### src/rtl/stopwatch_pkg.sv
// Shared encodings and defaults for the stopwatch control slice.
package stopwatch_pkg;

  localparam int unsigned DIGIT_W        = 4;
  localparam int unsigned NUM_DIGITS     = 4;
  localparam int unsigned VAL_W          = DIGIT_W * NUM_DIGITS;
  localparam logic [15:0] MAX_BCD_DEF    = 16'h9999;
  localparam int unsigned DEB_CYCLES_DEF = 10_000;

  localparam logic [2:0] ST_IDLE  = 3'd0;
  localparam logic [2:0] ST_RUN   = 3'd1;
  localparam logic [2:0] ST_LAP   = 3'd2;
  localparam logic [2:0] ST_PAUSE = 3'd3;
  localparam logic [2:0] ST_DONE  = 3'd4;

  typedef enum logic [2:0] {
    S_IDLE  = ST_IDLE,
    S_RUN   = ST_RUN,
    S_LAP   = ST_LAP,
    S_PAUSE = ST_PAUSE,
    S_DONE  = ST_DONE
  } state_t;

endpackage

### src/rtl/btn_debounce.sv
// Raw push-button to one-cycle press pulse: 2-FF synchroniser, stability
// counter, then a registered rising-edge detect on the debounced level.
module btn_debounce
  import stopwatch_pkg::*;
#(
  parameter int unsigned DEB_CYCLES = DEB_CYCLES_DEF
) (
  input  logic CLK,
  input  logic RST,
  input  logic BTN,
  output logic PRESS
);

  localparam int unsigned CNT_W = (DEB_CYCLES > 1) ? $clog2(DEB_CYCLES) : 1;
  localparam logic [CNT_W-1:0] CNT_LAST = CNT_W'(DEB_CYCLES - 1);

  logic             sync1_q, sync2_q;
  logic             level_q, level_d;
  logic             level_dly_q;
  logic             press_q;
  logic [CNT_W-1:0] cnt_q, cnt_d;

  // Stability counter: any return to the accepted level restarts the count.
  always_comb begin
    level_d = level_q;
    cnt_d   = cnt_q;
    if (sync2_q != level_q) begin
      if (cnt_q == CNT_LAST) begin
        level_d = sync2_q;
        cnt_d   = '0;
      end else begin
        cnt_d = cnt_q + CNT_W'(1);
      end
    end else begin
      cnt_d = '0;
    end
  end

  // Synchroniser, debounced level and press pulse registers.
  always_ff @(posedge CLK) begin
    if (RST) begin
      sync1_q     <= 1'b0;
      sync2_q     <= 1'b0;
      level_q     <= 1'b0;
      level_dly_q <= 1'b0;
      cnt_q       <= '0;
      press_q     <= 1'b0;
    end else begin
      sync1_q     <= BTN;
      sync2_q     <= sync1_q;
      level_q     <= level_d;
      level_dly_q <= level_q;
      cnt_q       <= cnt_d;
      press_q     <= level_q & ~level_dly_q;
    end
  end

  assign PRESS = press_q;

endmodule

### src/rtl/stopwatch_ctrl.sv
// Stopwatch control FSM: button commands, counter-chain enable/clear,
// lap snapshot and display mux.
module stopwatch_ctrl
  import stopwatch_pkg::*;
#(
  parameter int unsigned      DEB_CYCLES = DEB_CYCLES_DEF,
  parameter logic [VAL_W-1:0] MAX_BCD    = MAX_BCD_DEF
) (
  input  logic             CLK,
  input  logic             RST,
  input  logic             BTN_SS,
  input  logic             BTN_LR,
  input  logic [VAL_W-1:0] CNT_VAL,
  output logic             CNT_EN,
  output logic             CNT_CLR,
  output logic [VAL_W-1:0] DISP_VAL,
  output logic             RUNNING,
  output logic             LAP_ACT,
  output logic             DONE
);

  logic             ss_p, lr_p;
  logic             at_max_s;
  state_t           state_q;
  logic [VAL_W-1:0] lap_q;
  logic             clr_q;

  btn_debounce #(.DEB_CYCLES(DEB_CYCLES)) u_deb_ss (
    .CLK   (CLK),
    .RST   (RST),
    .BTN   (BTN_SS),
    .PRESS (ss_p)
  );

  btn_debounce #(.DEB_CYCLES(DEB_CYCLES)) u_deb_lr (
    .CLK   (CLK),
    .RST   (RST),
    .BTN   (BTN_LR),
    .PRESS (lr_p)
  );

  assign at_max_s = (CNT_VAL == MAX_BCD);

  // Command FSM; ss is tested before lr so a simultaneous lr is dropped,
  // and full scale is tested before either in RUN/LAP.
  always_ff @(posedge CLK) begin
    if (RST) begin
      state_q <= S_IDLE;
      lap_q   <= '0;
      clr_q   <= 1'b0;
    end else begin
      clr_q <= 1'b0;
      case (state_q)
        S_IDLE: begin
          if (ss_p) begin
            state_q <= S_RUN;
          end else if (lr_p) begin
            clr_q <= 1'b1;
          end
        end
        S_RUN: begin
          if (at_max_s) begin
            state_q <= S_DONE;
          end else if (ss_p) begin
            state_q <= S_PAUSE;
          end else if (lr_p) begin
            state_q <= S_LAP;
            lap_q   <= CNT_VAL;
          end
        end
        S_LAP: begin
          if (at_max_s) begin
            state_q <= S_DONE;
          end else if (ss_p) begin
            state_q <= S_PAUSE;
          end else if (lr_p) begin
            state_q <= S_RUN;
          end
        end
        S_PAUSE: begin
          if (ss_p) begin
            state_q <= S_RUN;
          end else if (lr_p) begin
            state_q <= S_IDLE;
            clr_q   <= 1'b1;
          end
        end
        S_DONE: begin
          if (lr_p) begin
            state_q <= S_IDLE;
            clr_q   <= 1'b1;
          end
        end
        default: begin
          state_q <= S_IDLE;
        end
      endcase
    end
  end

  assign RUNNING  = (state_q == S_RUN) || (state_q == S_LAP);
  assign LAP_ACT  = (state_q == S_LAP);
  assign DONE     = (state_q == S_DONE);
  // Gated on full scale so the chain can never wrap past 9999.
  assign CNT_EN   = RUNNING && !at_max_s;
  assign CNT_CLR  = clr_q;
  assign DISP_VAL = LAP_ACT ? lap_q : CNT_VAL;

endmodule
### config.mk
export PLATFORM = sky130hd
export DESIGN_NAME = stopwatch_ctrl
export DESIGN_NICKNAME = d
export VERILOG_FILES = /design/src/rtl/stopwatch_pkg.sv /design/src/rtl/btn_debounce.sv /design/src/rtl/stopwatch_ctrl.sv
export SDC_FILE = /design/constraint.sdc
export NUM_CORES = 1
export LEC_CHECK = 0
export BUFFER_PORTS_ARGS = -buffer_cell sky130_fd_sc_hd__buf_2
export CORE_ASPECT_RATIO = 0.9
export CORE_MARGIN = 4
export CORE_UTILIZATION = 35
export DETAILED_ROUTE_END_ITERATION = 16
export GPL_ROUTABILITY_DRIVEN = 0
export PLACE_DENSITY = 0.6
export SLEW_MARGIN = 20
export SYNTH_ARGS = -nofsm -noshare
export SYNTH_HDL_FRONTEND = slang
export SYNTH_SLANG_ARGS = --single-unit
### constraint.sdc
create_clock -name CLK -period 5 [get_ports CLK]
set_input_delay 0 -clock CLK [delete_from_list [all_inputs] [get_ports CLK]]
set_output_delay 0 -clock CLK [all_outputs]
set_load 0.02 [all_outputs]
==> results of run 1 <==
==> cells in the mapped netlist, types with 2 or more instances <==
master	number
nor3_1	11
inv_1	9
nand4_1	5
buf_6	3
nand2b_1	35
xor2_1	2
nor4bb_1	4
o21ai_0	2
dfxtp_1	58
clkbuf_1	5
or3_1	4
nand2_1	8
buf_2	6
a21oi_1	4
nor2b_1	9
mux2i_1	19
nor2_1	40
mux2_2	16
nand3_1	8
xnor2_1	24
nor4_1	5
nor4_2	2
ha_1	2
==> worst max-delay path: cells and delay by family (launching register included) <==
family / cells / cell delay, ps
and+or+nand+nor: 2 / 890
muxes: 1 / 420
DFF: 1 / 380
buffers and inverters: 1 / 160
==> metal layers <==
metal	routed length, um	global-route usage (%)	part of all wire, %	up-vias
li1	-	-	-	1097
met4	130	5.09	2.4	0
met1	2520	14.8	47	962
met5	0	0	0	-
met3	219	5.10	4.0	12
met2	2540	20.2	47	27
==> registers in the layout, indices dropped and copies added, names as in the netlist, 3 cells and up <==
| register | flops |
|---|---|
| u_deb_lr.cnt_q | 14 |
| lap_q | 16 |
| state_q | 3 |
| u_deb_ss.cnt_q | 14 |
==> worst paths after layout <==
path,start,to,slack [ps],depth (start not counted)
max,state_q[0],DISP_VAL[2],2820,4
min reg2reg,u_deb_ss.level_dly_q,u_deb_ss.PRESS,380,1
max reg2reg,u_deb_ss.cnt_q[4],u_deb_ss.cnt_q[5],3060,4
min,RST,u_deb_ss.level_q,200,2
==> logic make-up after synthesis <==
kind of cell             Yosys count
AND/OR/NAND/NOR                  139
adder cells (fa/ha/maj)            2
buffers and inverters             23
AO/OA/AOI/OAI                     10
multiplexers                      35
flip-flops                        58
XOR/XNOR                          26
==> power by group <==
| group | switching (mW) | total [mW] | internal [mW] | leakage [nW] |
|---|---|---|---|---|
| sequential | 0.000967 | 0.465 | 0.464 | 0.468 |
| combinational | 0.0293 | 0.0611 | 0.0318 | 0.605 |
| clock | 0.173 | 0.413 | 0.240 | 0.0962 |
| total | 0.204 | 0.939 | 0.736 | 1.17 |
==> final cells by class <==
cell class	instances	area [um2]
fill	755	4230
inverter	9	33.8
sequential	58	1160
multi-input combinational	212	1460
clock inverter	3	40.0
timing repair buffer	59	388
tap	96	120
clock buffer	12	145
==> metrics by stage <==
step	power [mW]	setup slack, ps	hold slack (ps)	utilization (%)	area, um2
after CTS	0.953	2760	183	44.2	3350
after detailed placement	0.526	3060	222	39.4	2990
after floorplan	0.507	3300	128	-	2730
final	0.939	2820	197	44.2	3350
after global placement	0.525	3130	215	39.4	2990
after global routing	0.981	2670	236	44.2	3350
==> repair_timing <==
| action | in CTS | in global routing |
|---|---|---|
| hold endpoints to repair | 18 | 0 |
| setup buffers | 0 | 0 |
| hold buffers | 18 | 0 |
==> parameters.txt, run 1 <==
Parameter                              Value

Worst setup path
  Delay contributed by the slowest stage of the critical path    680 ps
  Critical Path End Type    output pin
  Worst path slowest cell    nor2_2
  Startpoint kind of the worst setup timing path    register
  Peak fanout along the critical path    18
  Arrival @ worst endpoint    between 2000 and 2500 ps
  Worst setup path class    reg -> out
  Worst Path Required    roughly 5000 ps
  Cells along the critical path    nand2b_1 > nor2_2 > mux2_2 > buf_2

Power and ir drop
  Total power density per cell area    ~280 nW/um2
  Leak    around 1.2 nW
  Largest voltage drop on the vdd net    roughly 0.00014 V

Logic synthesis
  Mean post-synth cell area    9.33 um2
  Post-synthesis cell type with the largest combined area    dfxtp_1
  Share of synthesized cell area in and, or, nand and nor gates    28.1%
  Portion of netlist area occupied by mux cells    13.5%
  Top cells by area, synth    dfxtp_1 (42%), nand2b_1 (8.0%), xnor2_1 (7.7%)
  Share of the synthesized area in compound gates (AO/OA/AOI/OAI)    2.33%
  Synth Cell Area    approximately 2700 um2
  Nets in the synthesized netlist    approximately 320
  Xor-xnor portion of the synthesized cell area    8.33%
  Commonest register cell after synthesis    dfxtp_1
  Number of enable flip-flop cells after synthesis    0
  Synthesized instance count    slightly below 300
  Adder-cell share of the synthesized area    0.915%
  Seq/Total Area, Yosys    about 42%
  Unique masters post-synth    35
  Share of the synthesized area in the top cell type    between 40% and 50%
  Combinational family with the most area after synthesis    simple AND/OR/NAND/NOR gates
  Synthesized flop and latch total    a little under 60
  Share of flip-flops with an asynchronous set or reset    0%
  Warning count from the yosys run    0

Final layout
  Antenna Cells    0
  Most used cells in the layout excluding fill and tap cells    dfxtp_1 (58), nor2_1 (40), buf_2 (40)
  Synthesis-to-layout area growth    22.6%
  Commonest non-fill, non-tap cell in the layout    dfxtp_1
  Fraction of final layout cells sized beyond drive strength 1    a little over a fifth
  Count of placed standard cells in the final layout, fillers left out    449
  Post-layout net count    371

STA
  Worst Clk Skew    between 6 and 7 ps
  Worst-case headroom to the max-slew limit    42.0%
  Post-layout min period    approximately 2200 ps
  Count of endpoints failing hold in the final timing report    0
  Portion of the clock cycle consumed by the worst path in the final layout    a little over two fifths
  Setup-failing EPs final    0
  Pins over their slew limit    0
  Worst Max-Slew Pin Slew    between 800 and 900 ps
  F_max    0.459 GHz
  Setup TNS    0 ps
  Unrepaired setup endpoints after global routing    no

Drt
  Total iterations of the first detailed-routing run    4
  Starting DRT DRC Count    38
  Post-route DRC violation count    0
  Antenna Nets Post-Route    0
  Average routed wire per standard cell    12.0 um
  Number of vias after detailed routing    between 2,000 and 2,500
  Vias per inst    4.67
  Post-detailed-routing wire length    roughly 5400 um

Clocking
  Root Buffer Master    clkbuf_8
  Number of gates resized after CTS    0
  Clock Pin Slew Worst Setup and Hold Paths    ~60 ps
  Clock latency at the later pin of the worst-skew pair    between 300 and 400 ps
  Number of clock buffers inserted by TritonCTS    9
  Clock tree from TritonCTS    done
  Clock tree sinks    58
  Largest buffer count on any clock path    2
  Max H-tree Level    3

GRT
  Global-route wire length before repair    9360 um
  Remaining Overflow, GRT    0
  Vias in the first global route    about 2,100
  Antenna violations before repair    0
  Total global routing track utilization    between 10 and 15%
  Maximum number of pins on one net before global-route repair    48

Floorplanning
  Full die area    9290 um2
  Site row count    30
  Vertical die dimension    around 92 um
  Initial Util    a little over a third
  Core area    7580 um2
  Top-Level Pins    41
  Chip width    around 100 um

Place
  Number of placed cells counting well taps    around 420
  Detail Placement HPWL    around 3600 um
  Input/output buffers    40

Min path
  Path category of the worst min-delay check    in -> reg

Outcome
  Outcome    finished, final reports clean

Run
  Reported max-cap violation count    0
(Power assumes the default switching activity.)
==> inputs of run 2 (changes only) <==
- clock period: 5 -> 2.1 ns (I/O delays scaled with it)
==> parameters.txt, run 2 (synthesis results as in run 1) <==
Parameter                              Value

STA
  Portion of the clock cycle consumed by the worst path in the final layout    around 90%
  Worst Clk Skew    7.49 ps (+0.639 ps)
  Unrepaired setup endpoints after global routing    no
  F_max    ~0.54 GHz
  Count of endpoints failing hold in the final timing report    0 (unchanged)
  Worst-case headroom to the max-slew limit    72.3% (+30 points)
  Setup-failing EPs final    0 (unchanged)
  Worst Max-Slew Pin Slew    409 ps (-459 ps)
  Setup TNS    0 ps (unchanged)
  Pins over their slew limit    0 (unchanged)
  Post-layout min period    around 1800 ps

Floorplanning
  Chip width    101 um (unchanged)
  Vertical die dimension    91.8 um (unchanged)
  Full die area    9290 um2 (unchanged)
  Core area    7580 um2 (unchanged)
  Site row count    30 (unchanged)
  Initial Util    36.1% (unchanged)
  Top-Level Pins    41 (unchanged)

GRT
  Antenna violations before repair    0 (unchanged)
  Total global routing track utilization    13.1% (+0.53 points)
  Global-route wire length before repair    9820 um (+4.9%)
  Remaining Overflow, GRT    0 (unchanged)
  Maximum number of pins on one net before global-route repair    28 (-42%)
  Vias in the first global route    2,206 (+7.3%)

Outcome
  Outcome    finished, final reports clean

Clocking
  Clock latency at the later pin of the worst-skew pair    330 ps (about the same)
  Clock tree from TritonCTS    done
  Clock tree sinks    58 (unchanged)
  Number of clock buffers inserted by TritonCTS    9 (unchanged)
  Max H-tree Level    3 (unchanged)
  Clock Pin Slew Worst Setup and Hold Paths    70 ps (about the same)
  Largest buffer count on any clock path    2 (unchanged)
  Root Buffer Master    clkbuf_8

Worst setup path
  Startpoint kind of the worst setup timing path    register
  Worst Path Required    2320 ps (-2680 ps)
  Critical Path End Type    register
  R2R Path Start    u_deb_ss.cnt_q[4]
  Cells along the critical path    or4b_1 > nor4_2 > or3_1 > buf_4 > nor2_1
  Delay contributed by the slowest stage of the critical path    540 ps (-140 ps)
  Worst setup path startpoint    u_deb_ss.cnt_q[4]
  Worst setup path class    reg -> reg
  Arrival @ worst endpoint    2060 ps (-120 ps)
  Count of buffer and inverter cells on the critical path    1 (unchanged)
  Worst path slowest cell    or4b_1
  Cell family with the largest share of critical-path delay    simple AND/OR/NAND/NOR gates
  Peak fanout along the critical path    6 (-12)

Drt
  Antenna Nets Post-Route    0 (unchanged)
  Average routed wire per standard cell    12.0 um (-0.28%)
  Total iterations of the first detailed-routing run    5 (+1)
  Post-route DRC violation count    0 (unchanged)
  Vias per inst    4.71 (+0.87%)
  Number of vias after detailed routing    2,154 (+2.7%)
  Starting DRT DRC Count    91 (+140%)
  Post-detailed-routing wire length    5490 um (+1.5%)

Min path
  Worst Min Path Start    RST
  Path category of the worst min-delay check    in -> reg

Final layout
  Filler Cells Inserted    745 (-1.3%)
  Post-layout net count    378 (+1.9%)
  Largest regs    lap_q x16, u_deb_lr.cnt_q x14, u_deb_ss.cnt_q x14
  Commonest non-fill, non-tap cell in the layout    dfxtp_1
  Count of placed standard cells in the final layout, fillers left out    457 (+1.8%)
  Most used cells in the layout excluding fill and tap cells    dfxtp_1 (58), nor2_1 (40), buf_2 (40)
  Max reg flops    16 (unchanged)
  Synthesis-to-layout area growth    26.1%
  Fraction of final layout cells sized beyond drive strength 1    23.3% (+2.0 points)
  Register containing the most flip-flops in the final layout    lap_q
  Antenna Cells    0 (unchanged)

Run
  Reported max-cap violation count    0 (unchanged)

Power and ir drop
  Largest voltage drop on the vdd net    0.000400 V (+190%)
  Leak    1.22 nW (+4.4%)
  Total power density per cell area    703 nW/um2 (+150%)

Place
  Detail Placement HPWL    3710 um (+4.0%)
  Input/output buffers    40 (unchanged)
  Number of placed cells counting well taps    423 (+1.7%)
## run 2: cell type report
type	instances	area, um2	area share [%]
tap	96	120	3.48
timing repair buffer	66	440	12.8
sequential	58	1160	33.7
clock buffer	12	155	4.50
inverter	9	33.8	0.980
multi-input combinational	212	1460	42.4
clock inverter	4	73.8	2.14
## run 2: stage by stage
| step | total power [mW] | setup slack [ps] | hold WS (ps) | cell area (um2) | util, % |
|---|---|---|---|---|---|
| after floorplan | 1.21 | 402 | 128 | 2730 | - |
| after global placement | 1.25 | 293 | 222 | 3040 | 40.1 |
| after detailed placement | 1.25 | 252 | 222 | 3040 | 40.1 |
| after CTS | 2.46 | 247 | 43.5 | 3450 | 45.5 |
| after global routing | 2.52 | 118 | 60.5 | 3450 | 45.5 |
| final | 2.42 | 257 | 46.5 | 3450 | 45.5 |
## run 2: path summary, 6_finish.rpt
path | endpoint | slack [ps] | depth (start not counted)
min reg2reg | u_deb_lr.PRESS | 380 | 1
max | u_deb_ss.cnt_q[12] | 260 | 5
min | u_deb_ss.level_q | 50 | 2
max reg2reg | u_deb_ss.cnt_q[12] | 260 | 5
## run 2: timing repair
action                                 in CTS  in global routing
setup buffers                               0                  0
gates resized for setup                     0                  0
endpoints found under the hold margin      18                  0
hold buffers                               18                  0
## run 2: worst register-to-register path, delay by kind of cell (launching register included)
kind                   cells  cell delay, ps
buffers and inverters      1             170
flip-flops                 1             350
AND/OR/NAND/NOR            4            1230
## run 2: power breakdown
group | total (mW) | switching (mW) | internal [mW]
Clock | 1.17 | 0.434 | 0.734
Sequential | 1.11 | 0.00245 | 1.10
Combinational | 0.148 | 0.0693 | 0.0787
## run 2: metal layers
| layer | global-route usage [%] | vias up | wire (um) |
|---|---|---|---|
| met5 | 0 | - | 0 |
| met4 | 6.98 | 0 | 161 |
| met3 | 3.04 | 15 | 145 |
| met2 | 20.8 | 24 | 2610 |
| met1 | 16.4 | 1003 | 2580 |
| li1 | - | 1112 | - |
==> inputs of run 3 (changes only) <==
- CELL_PAD_IN_SITES_DETAIL_PLACEMENT: default -> 1
- CELL_PAD_IN_SITES_GLOBAL_PLACEMENT: default -> 1
- PLACE_DENSITY: 0.6 -> 0.73
==> parameters.txt, run 3 (synthesis results as in run 1) <==
Parameter                              Value

Outcome
  Outcome    finished, final reports clean

Floorplanning
  Chip width    101 um (unchanged)
  Core area    7580 um2 (unchanged)
  Vertical die dimension    91.8 um (unchanged)
  Site row count    30 (unchanged)
  Full die area    9290 um2 (unchanged)
  Top-Level Pins    41 (unchanged)
  Initial Util    36.1% (unchanged)

Worst setup path
  Delay contributed by the slowest stage of the critical path    460 ps (-80 ps)
  Worst path slowest cell    dfxtp_1
  Startpoint kind of the worst setup timing path    register
  Number of stages on the worst setup path    5 (unchanged)
  Critical Path End Type    output pin
  Arrival @ worst endpoint    1870 ps (-190 ps)
  Count of buffer and inverter cells on the critical path    2 (+1)
  Worst Path Required    2100 ps (-220 ps)
  Cells on worst reg2reg path    5 (unchanged)
  Cells along the critical path    nand2b_1 > nor2_2 > buf_4 > mux2_2 > buf_2
  Worst setup path class    reg -> out
  Peak fanout along the critical path    17 (+11)
  Cell family with the largest share of critical-path delay    flip-flops

STA
  Pins over their slew limit    0 (unchanged)
  Count of endpoints failing hold in the final timing report    0 (unchanged)
  Fin worst setup slack    234 ps (-23.4 ps)
  Setup-failing EPs final    0 (unchanged)
  Post-layout min period    1870 ps (+23.4 ps)
  F_max    0.536 GHz (-1.3%)
  Unrepaired setup endpoints after global routing    no
  Portion of the clock cycle consumed by the worst path in the final layout    88.9% (+1.1 points)
  Worst Max-Slew Pin Slew    641 ps (+231 ps)
  Worst Clk Skew    9.01 ps (+1.51 ps)
  Setup TNS    0 ps (unchanged)
  Worst-case headroom to the max-slew limit    57.3% (-15 points)

Power and ir drop
  Leak    1.23 nW (+0.35%)
  Largest voltage drop on the vdd net    0.000408 V (+2.2%)
  Total power density per cell area    734 nW/um2 (+4.4%)
  PnR Total Power    2.54 mW (+4.8%)

Final layout
  Most used cells in the layout excluding fill and tap cells    dfxtp_1 (58), nor2_1 (40), buf_2 (40)
  Synthesis-to-layout area growth    26.6%
  Commonest non-fill, non-tap cell in the layout    dfxtp_1
  Fraction of final layout cells sized beyond drive strength 1    23.1% (-0.15 points)
  Antenna Cells    0 (unchanged)
  Post-layout net count    377 (-0.26%)
  Register containing the most flip-flops in the final layout    lap_q
  Largest regs    lap_q x16, u_deb_lr.cnt_q x14, u_deb_ss.cnt_q x14
  Max reg flops    16 (unchanged)

GRT
  Total global routing track utilization    14.9% (+1.8 points)
  Busiest layer in global routing    met2
  Vias in the first global route    2,310 (+4.7%)
  Met3 routing resource usage after global routing    5.10% (+2.1 points)
  Global-route wire length before repair    10,900 um (+11%)
  Antenna violations before repair    0 (unchanged)
  Remaining Overflow, GRT    0 (unchanged)
  Routing usage on met1    17.6% (+1.3 points)
  Maximum number of pins on one net before global-route repair    48 (+71%)
  Global Route met2 Usage    25.1% (+4.4 points)

Clocking
  Clock tree from TritonCTS    done
  Post-CTS Setup Repair Bufs    0 (unchanged)
  Number of clock buffers inserted by TritonCTS    9 (unchanged)
  Max H-tree Level    3 (unchanged)
  Largest buffer count on any clock path    2 (unchanged)
  Clock Pin Slew Worst Setup and Hold Paths    60 ps (about the same)
  Root Buffer Master    clkbuf_8
  Clock tree sinks    58 (unchanged)
  Clock latency at the later pin of the worst-skew pair    330 ps (about the same)

Drt
  Post-route DRC violation count    0 (unchanged)
  Antenna Nets Post-Route    0 (unchanged)
  Post-detailed-routing wire length    6310 um (+15%)
  Number of vias after detailed routing    2,199 (+2.1%)
  Vias per inst    4.83 (+2.5%)
  Starting DRT DRC Count    53 (-42%)
  Average routed wire per standard cell    13.9 um (+15%)
  Total iterations of the first detailed-routing run    4 (-1)

Min path
  Number of cells on the worst hold path    2 (unchanged)
  Path category of the worst min-delay check    in -> reg

Place
  Input/output buffers    40 (unchanged)
  Setup slack after placement    350 ps (+97.6 ps)
  Detail Placement HPWL    4290 um (+16%)

Run
  Reported max-cap violation count    0 (unchanged)
[run 3: layout make-up]
type | instances | area, um2
Fill cell | 893 | 4120
Multi-Input combinational cell | 212 | 1460
Sequential cell | 58 | 1160
Timing Repair Buffer | 65 | 433
Clock buffer | 11 | 151
Tap cell | 96 | 120
Clock inverter | 4 | 98.8
Inverter | 9 | 33.8
[run 3: path summary, 6_finish.rpt]
check | start | end | slack [ps]
worst max register to register | u_deb_ss.cnt_q[4] | u_deb_ss.cnt_q[4] | 350
worst min register to register | u_deb_ss.level_dly_q | u_deb_ss.PRESS | 390
worst min-delay path | RST | u_deb_ss.level_q | 170
worst max-delay path | state_q[1] | DISP_VAL[6] | 230
[run 3: worst register-to-register path, stage by stage (launching register included)]
cell     delay [ps]
dfxtp_1         340
or4b_1          540
nor4_2          360
or3_1           180
buf_4           160
nor2_1           60
[run 3: per-stage QoR]
step	hold slack (ps)	instances	utilization, %	cell area (um2)
4_1_cts	187	455	45.6	3460
5_1_grt	216	455	45.6	3460
3_5_place_dp	219	422	40.0	3030
6_report	174	455	45.6	3460
3_3_place_gp	214	422	40.0	3030
2_1_floorplan	128	293	-	2730
[run 3: repair_timing]
item | 4_1_cts | 5_1_grt
endpoints found under the hold margin | 18 | 0
hold buffers | 18 | 0
gates resized for setup | 0 | 0
[run 3: per-layer routing]
metal  part of all wire (%)  routed length (um)  vias up
met1                     46                2880     1053
met2                     50                3170       27
met4                   0.95                  60        0
li1                       -                   -     1113
met5                      0                   0        -
met3                    3.3                 207        6
[run 3: power by group]
group / total, mW / leakage [nW] / switching, mW / internal [mW]
Sequential: 1.11 / 0.468 / 0.00247 / 1.10
Combinational: 0.149 / 0.631 / 0.0710 / 0.0776
Clock: 1.28 / 0.126 / 0.435 / 0.848
